## config.mk

```make
export PLATFORM = sky130hd
export DESIGN_NAME = fp32_round_pack_unit
export DESIGN_NICKNAME = d
export VERILOG_FILES = /design/src/rtl/fp_pkg.sv /design/src/rtl/fp_round_decide.sv /design/src/rtl/fp32_round_pack_unit.sv
export SDC_FILE = /design/constraint.sdc
export NUM_CORES = 1
export LEC_CHECK = 0
export ABC_AREA = 1
export CORE_ASPECT_RATIO = 1.75
export CORE_MARGIN = 1
export CORE_UTILIZATION = 48
export DETAILED_ROUTE_END_ITERATION = 10
export GPL_ROUTABILITY_DRIVEN = 0
export PLACE_DENSITY = 0.7
export SYNTH_ARGS = -nofsm -noshare
export SYNTH_HDL_FRONTEND = slang
export SYNTH_SLANG_ARGS = --single-unit
```

## constraint.sdc

```tcl
create_clock -name clk_i -period 6.1 [get_ports clk_i]
set_input_delay 0.915 -clock clk_i [delete_from_list [all_inputs] [get_ports clk_i]]
set_output_delay 0.915 -clock clk_i [all_outputs]
set_load 0.03 [all_outputs]
```

## src/rtl/fp_pkg.sv

```systemverilog
// Shared definitions for the binary32 round/pack stage: rounding-mode
// encodings, fflags bit positions, IEEE-754 constants and the stage-1 payload.
package fp_pkg;

  // RISC-V rounding-mode encodings (101-111 are handled as RNE downstream)
  localparam logic [2:0] RM_RNE = 3'b000;
  localparam logic [2:0] RM_RTZ = 3'b001;
  localparam logic [2:0] RM_RDN = 3'b010;
  localparam logic [2:0] RM_RUP = 3'b011;
  localparam logic [2:0] RM_RMM = 3'b100;

  // fflags bit positions {NV,DZ,OF,UF,NX}
  localparam int FF_NV = 4;
  localparam int FF_DZ = 3;
  localparam int FF_OF = 2;
  localparam int FF_UF = 1;
  localparam int FF_NX = 0;

  localparam int FP32_BIAS    = 127;
  localparam int FP32_EXP_MAX = 255;

  localparam logic [31:0] CANON_NAN  = 32'h7FC0_0000;
  localparam logic [31:0] MAX_FINITE = 32'h7F7F_FFFF;

  // Internal exponent width: wide enough for the input exponent (up to 11
  // bits) plus the normalize increment and the round carry without wrapping.
  localparam int S1_EXP_W = 12;
  typedef logic signed [S1_EXP_W-1:0] s1_exp_t;

  // Normalized, pre-rounding operation held between the two stages
  typedef struct packed {
    logic        sign;
    s1_exp_t     exp;
    logic [23:0] sig24;
    logic        g;
    logic        r;
    logic        s;
    logic        tiny;
    logic        is_nan;
    logic        is_inf;
    logic        is_zero;
    logic        invalid;
    logic [2:0]  rm;
  } s1_payload_t;

endpackage

```

## src/rtl/fp_round_decide.sv

```systemverilog
// Rounding decision: given the rounding mode, sign, significand LSB and the
// guard/round/sticky bits, decide whether to increment and whether inexact.
module fp_round_decide
  import fp_pkg::*;
(
  input  logic [2:0] rm,
  input  logic       sign,
  input  logic       lsb,
  input  logic       g,
  input  logic       r,
  input  logic       s,
  output logic       inc,
  output logic       inexact
);

  // Increment rule per rounding mode; unknown codes fall back to RNE
  always_comb begin
    inexact = g | r | s;
    case (rm)
      RM_RTZ:  inc = 1'b0;
      RM_RDN:  inc = sign & inexact;
      RM_RUP:  inc = ~sign & inexact;
      RM_RMM:  inc = g;
      default: inc = g & (r | s | lsb);
    endcase
  end

endmodule

```

## src/rtl/fp32_round_pack_unit.sv

```systemverilog
// Round-and-pack stage after the FP32 multiplier datapath.
// Stage 1 normalizes the raw 48-bit product (incl. denormalizing shift),
// stage 2 rounds per rm and packs binary32 + fflags.
// Handshake: an input transfers on valid_i & ready_o, a result on
// valid_o & ready_i; valid_o/result_o/fflags_o stay stable while
// valid_o & !ready_i; in and out transfers in one cycle sustain 1 op/cycle.
// Optional macro ROUND_PACK_FLUSH_EN adds flush_i, which clears both stages
// and blocks input acceptance in the same cycle.
module fp32_round_pack_unit
  import fp_pkg::*;
#(
  parameter int EXP_W  = 10,
  parameter int MANT_W = 48
) (
  input  logic              clk_i,
  input  logic              rst_i,
`ifdef ROUND_PACK_FLUSH_EN
  input  logic              flush_i,
`endif
  input  logic              valid_i,
  output logic              ready_o,
  input  logic              sign_i,
  input  logic [EXP_W-1:0]  exp_i,
  input  logic [MANT_W-1:0] mant_i,
  input  logic              is_nan_i,
  input  logic              is_inf_i,
  input  logic              is_zero_i,
  input  logic              invalid_i,
  input  logic [2:0]        rm_i,
  output logic              valid_o,
  input  logic              ready_i,
  output logic [31:0]       result_o,
  output logic [4:0]        fflags_o
);

  logic        s1_valid;
  s1_payload_t s1_q;
  s1_payload_t s1_d;
  logic        s2_adv;

  // Stage-1 working values
  s1_exp_t     exp_ext;
  s1_exp_t     n_exp;
  s1_exp_t     sh_raw;
  logic [23:0] n_sig;
  logic        n_g, n_r, n_s;
  logic [4:0]  sh_amt;
  logic [51:0] sh_vec;

  // Stage-2 working values
  logic        rnd_inc;
  logic        rnd_inexact;
  logic [24:0] rnd_sum;
  s1_exp_t     rnd_exp;
  logic [22:0] rnd_frac;
  logic        rnd_ovf;
  logic        ovf_to_inf;
  logic [31:0] s2_result;
  logic [4:0]  s2_flags;

  // Output register moves whenever it is empty or being drained
  assign s2_adv = ~valid_o | ready_i;
`ifdef ROUND_PACK_FLUSH_EN
  assign ready_o = (~s1_valid | s2_adv) & ~flush_i;
`else
  assign ready_o = ~s1_valid | s2_adv;
`endif

  // Normalize: fold an overflowed product, extract G/R/S, denormalize tiny values
  always_comb begin
    exp_ext = {{(S1_EXP_W-EXP_W){exp_i[EXP_W-1]}}, exp_i};
    if (mant_i[MANT_W-1]) begin
      n_sig = mant_i[MANT_W-1 -: 24];
      n_g   = mant_i[MANT_W-25];
      n_r   = mant_i[MANT_W-26];
      n_s   = |mant_i[MANT_W-27:0];
      n_exp = exp_ext + s1_exp_t'(1);
    end else begin
      n_sig = mant_i[MANT_W-2 -: 24];
      n_g   = mant_i[MANT_W-26];
      n_r   = mant_i[MANT_W-27];
      n_s   = |mant_i[MANT_W-28:0];
      n_exp = exp_ext;
    end
    // Beyond 26 positions every significand/G/R bit is already in sticky
    sh_raw = s1_exp_t'(1) - n_exp;
    sh_amt = (sh_raw > s1_exp_t'(26)) ? 5'd26 : sh_raw[4:0];
    sh_vec = {n_sig, n_g, n_r, 26'd0} >> sh_amt;

    s1_d         = '0;
    s1_d.sign    = sign_i;
    s1_d.rm      = rm_i;
    s1_d.is_nan  = is_nan_i;
    s1_d.is_inf  = is_inf_i;
    s1_d.is_zero = is_zero_i;
    s1_d.invalid = invalid_i;
    if (n_exp <= s1_exp_t'(0)) begin
      s1_d.exp   = '0;
      s1_d.sig24 = sh_vec[51:28];
      s1_d.g     = sh_vec[27];
      s1_d.r     = sh_vec[26];
      s1_d.s     = n_s | (|sh_vec[25:0]);
      s1_d.tiny  = 1'b1;
    end else begin
      s1_d.exp   = n_exp;
      s1_d.sig24 = n_sig;
      s1_d.g     = n_g;
      s1_d.r     = n_r;
      s1_d.s     = n_s;
      s1_d.tiny  = 1'b0;
    end
  end

  // Stage-1 register: refills whenever it is empty or handing off
  always_ff @(posedge clk_i or posedge rst_i) begin
    if (rst_i) begin
      s1_valid <= 1'b0;
      s1_q     <= '0;
    end else begin
`ifdef ROUND_PACK_FLUSH_EN
      if (flush_i) s1_valid <= 1'b0;
      else
`endif
      if (ready_o) begin
        s1_valid <= valid_i;
        if (valid_i) s1_q <= s1_d;
      end
    end
  end

  fp_round_decide u_round_decide (
    .rm      (s1_q.rm),
    .sign    (s1_q.sign),
    .lsb     (s1_q.sig24[0]),
    .g       (s1_q.g),
    .r       (s1_q.r),
    .s       (s1_q.s),
    .inc     (rnd_inc),
    .inexact (rnd_inexact)
  );

  // Round, handle carry-out / subnormal promotion / overflow, then pack
  always_comb begin
    rnd_sum  = {1'b0, s1_q.sig24} + {24'd0, rnd_inc};
    rnd_exp  = s1_q.exp;
    rnd_frac = rnd_sum[22:0];
    if (rnd_sum[24]) begin
      rnd_exp  = s1_q.exp + s1_exp_t'(1);
      rnd_frac = '0;
    end else if ((s1_q.exp == s1_exp_t'(0)) && rnd_sum[23]) begin
      rnd_exp = s1_exp_t'(1);
    end
    rnd_ovf = (rnd_exp >= s1_exp_t'(FP32_EXP_MAX));

    case (s1_q.rm)
      RM_RTZ:  ovf_to_inf = 1'b0;
      RM_RDN:  ovf_to_inf = s1_q.sign;
      RM_RUP:  ovf_to_inf = ~s1_q.sign;
      default: ovf_to_inf = 1'b1;
    endcase

    s2_result = '0;
    s2_flags  = '0;
    if (s1_q.is_nan) begin
      s2_result        = CANON_NAN;
      s2_flags[FF_NV]  = s1_q.invalid;
    end else if (s1_q.is_inf) begin
      s2_result = {s1_q.sign, 8'hFF, 23'd0};
    end else if (s1_q.is_zero) begin
      s2_result = {s1_q.sign, 31'd0};
    end else if (rnd_ovf) begin
      s2_result       = ovf_to_inf ? {s1_q.sign, 8'hFF, 23'd0} : {s1_q.sign, MAX_FINITE[30:0]};
      s2_flags[FF_OF] = 1'b1;
      s2_flags[FF_NX] = 1'b1;
    end else begin
      s2_result       = {s1_q.sign, rnd_exp[7:0], rnd_frac};
      s2_flags[FF_UF] = s1_q.tiny & rnd_inexact;
      s2_flags[FF_NX] = rnd_inexact;
    end
  end

  // Output register: loads from stage 1 when free, holds under backpressure
  always_ff @(posedge clk_i or posedge rst_i) begin
    if (rst_i) begin
      valid_o  <= 1'b0;
      result_o <= '0;
      fflags_o <= '0;
    end else begin
`ifdef ROUND_PACK_FLUSH_EN
      if (flush_i) valid_o <= 1'b0;
      else
`endif
      if (s2_adv) begin
        valid_o <= s1_valid;
        if (s1_valid) begin
          result_o <= s2_result;
          fflags_o <= s2_flags;
        end
      end
    end
  end

endmodule

```

==> results.ini <==
[logic_synthesis]
synthCells=1074
synthesis.area_um2=6985
syn_nets=1151
synth-seq-cells=85
yosysSeqAreaShare_pct=30.45
synth_area_per_cell_um2=6.504
synth_ff_type=dfrtp_1
synth_cell_types=46
synth_edf_count=0
yosysWarnings=0
async_flop_share_pct=100.0

[worst_setup_path]
slowest_delay_ps=530
critical_path.top_delay_family=simple AND/OR/NAND/NOR gates
crit_start=mant_i[47]
worstPathMaxFanout=37
cp-end-kind=flop
rrSetupSlack_ps=1190
r2r_start=s1_q[2]
crit_chain=clkdlybuf4s50_1 -> inv_1 -> nand2_1 -> nand2_1 -> inv_1 -> ha_1 -> inv_1 -> nand2_1 -> nand2_1 -> nand3b_1 -> o21ai_1 -> nor2_1 -> nand3_1 -> nand2_4 -> nand2_4 -> clkinv_2 -> nand3_1 -> nand3_1 -> nand2_1 -> nand2_1 -> o21ai_1 -> o22ai_1 -> a21oi_1 -> o21ai_1
critical-path-slowest-cell=clkdlybuf4s50_1
path_buf_inv=5
arrival_ps=5590
cp_common_cell=nand2_1
reg2reg_depth=26
crit_required_ps=6320
start_kind=primary input
critPathKind=in2reg
reg2reg_to=result_o[23]

[cts]
clkTransAtPathRegs_ps=60
clock_sinks=85
cts-root-buf=clkbuf_16
insertion_delay_ps=340
h-tree-depth=3
cts_resized=0
numCtsBuffers=9
postCtsSetupBuffers=0
clockBufferDepth=2
cts_hold_buffers=0
cts_tree=built

[drt]
vias_per_cell=5.903
wl_met3_um=1218
highest_layer=met4
drc=0
avgRoutedWirePerCell_um=17.87
initialDrtViolationCount=582
wl_um=23860
vias=7881
wl_met1_um=8458
dr.pass1.iters=5
wl_met2_um=11930
ant_nets=0

[global_route]
grt_max_degree=50
grt_usage_pct=32.59
grt_pass1_vias=7430
grt-ovfl-total=0
grt_pass1_wl_um=37830
antenna_found_initial=0

[sta]
timing.hold.ws_ps=471.8
tns_ps=0
setup_viol_count_final=0
worstMarginPinSlew_ps=1064
hold_violations=0
fmax_mhz=186.5
rsz0062_at_grt=no
min_period_ps=5362
finalCritPeriodShare_pct=87.91
layout_setup_ws_ps=737.5
skew_ps=5.844
slew_violations=0
relSlewSlack_pct=28.32

[layout]
post-route-util_pct=59.02
fillers=1433
area_delta_synth_final_pct=20.80
fin_area_um2=8438
fin_nets=1227
drive_gt1_share_pct=6.234
antenna-diode-count=0
fin_cells=1335

[power_and_ir_drop]
power_density_nw_per_um2=269.5
pwr-share-comb_pct=41.0
switchingPower_uw=888.0
ir_worst_vdd_mv=0.1482
seq_power_share_pct=32.9
clkPwrFrac_pct=26.1
swShare_pct=39.05
leakagePower_nw=3.852
p_total_mw=2.274
p_int_mw=1.386

[worst_hold_path]
hold_depth=1
hp-start=result_o[8]
hold_path.class=reg2reg
min_to=result_o[8]

[floorplan]
die_w_um=93.19
dieArea_um2=15060
core_um2=14300
start_util_pct=48.86
pin_count=109
die_y_um=161.6
fp-row-count=58

[place]
placed_cells=1319
dpl_cell_area_um2=8112
port_buffers=107
dpl_worst_slack_ps=497.6
dp_hpwl_um=18890

[outcome]
outcome=finished clean

[run]
drv_cap=0

## synthesized netlist by cell type, types with 15 or more instances
master / instances / area (um^2)
xor2_1: 15 / 131.4
dfrtp_1: 85 / 2127
nand3_1: 200 / 1001
o21ai_0: 67 / 335.3
a21oi_1: 26 / 130.1
inv_1: 90 / 337.8
o221ai_1: 20 / 175.2
clkbuf_1: 29 / 108.9
or2_2: 21 / 131.4
nor2_1: 63 / 236.5
nand2_1: 286 / 1074
## power groups by stage
stage / registers [mW] / logic (mW) / clock network, mW
6_report: 0.749 / 0.932 / 0.594
5_1_grt: 0.764 / 1.01 / 0.621
4_1_cts: 0.749 / 0.919 / 0.603
3_5_place_dp: 0.758 / 0.916 / 0
3_3_place_gp: 0.755 / 0.911 / 0
2_1_floorplan: 0.850 / 0.500 / 0
## final cells by class
class	count	area [um^2]	share of cell area [%]
multi-input cells	839	4239	50.24
flip-flops and latches	85	2127	25.21
repair buffers	118	1154	13.67
inverters	97	366.6	4.345
clock buffers	12	256.5	3.040
well taps	180	225.2	2.669
clock inverters	4	70.07	0.8304
## flip-flops by register name (all words and copies together) (netlist names)
signal and flops:
s1_q 47, s1_valid 1, fflags_o 4, valid_o 1
result_o 32
## cell usage in the layout, fill, tap and decap left out, types with 4 or more instances in the layout
master	netlist	routed
nor3_1	14	14
buf_4	8	11
a21oi_1	26	26
o221ai_1	20	20
nor2_1	63	63
a31oi_1	6	6
dfrtp_1	85	85
o21ai_1	10	10
inv_1	90	89
clkbuf_16	0	9
o22a_1	9	9
o21ai_0	67	67
clkdlybuf4s50_1	0	107
clkinv_2	1	4
nand3_1	200	200
o22ai_1	13	13
nor2_2	5	5
a22o_1	12	12
nand4_1	13	13
nand2_1	286	286
nor4_1	13	13
ha_1	7	7
xor2_1	15	15
o211ai_1	4	4
nand2_2	6	6
mux2i_1	6	6
inv_2	5	5
or2_2	21	21
## logic make-up (layout without fill, tap and decap cells)
logic type	after synthesis	count (layout)	synth area share (%)
mux	6	6	0.8598
flops	85	85	30.45
other cells	1	1	0.05368
fa+ha+maj	7	7	1.254
buf+inv	150	231	8.866
compound gates	177	177	15.80
xor+xnor	15	15	1.881
simple gates	633	633	40.84
## how the worst max path moves through the flow
stage | to | cells past startpoint
final | s1_q[13] | 24
after global placement | s1_q[8] | 26
after detailed placement | s1_q[8] | 26
after CTS | s1_q[8] | 26
after global routing | s1_q[8] | 26
after floorplan | s1_q[8] | 26
## routing by layer
metal,vias to the layer above,track usage (%)
li1,3821,-
met1,3593,34.15
met2,345,57.12
met3,122,3.437
met4,0,27.48
met5,-,0
Power figures use the tool's default switching activity.
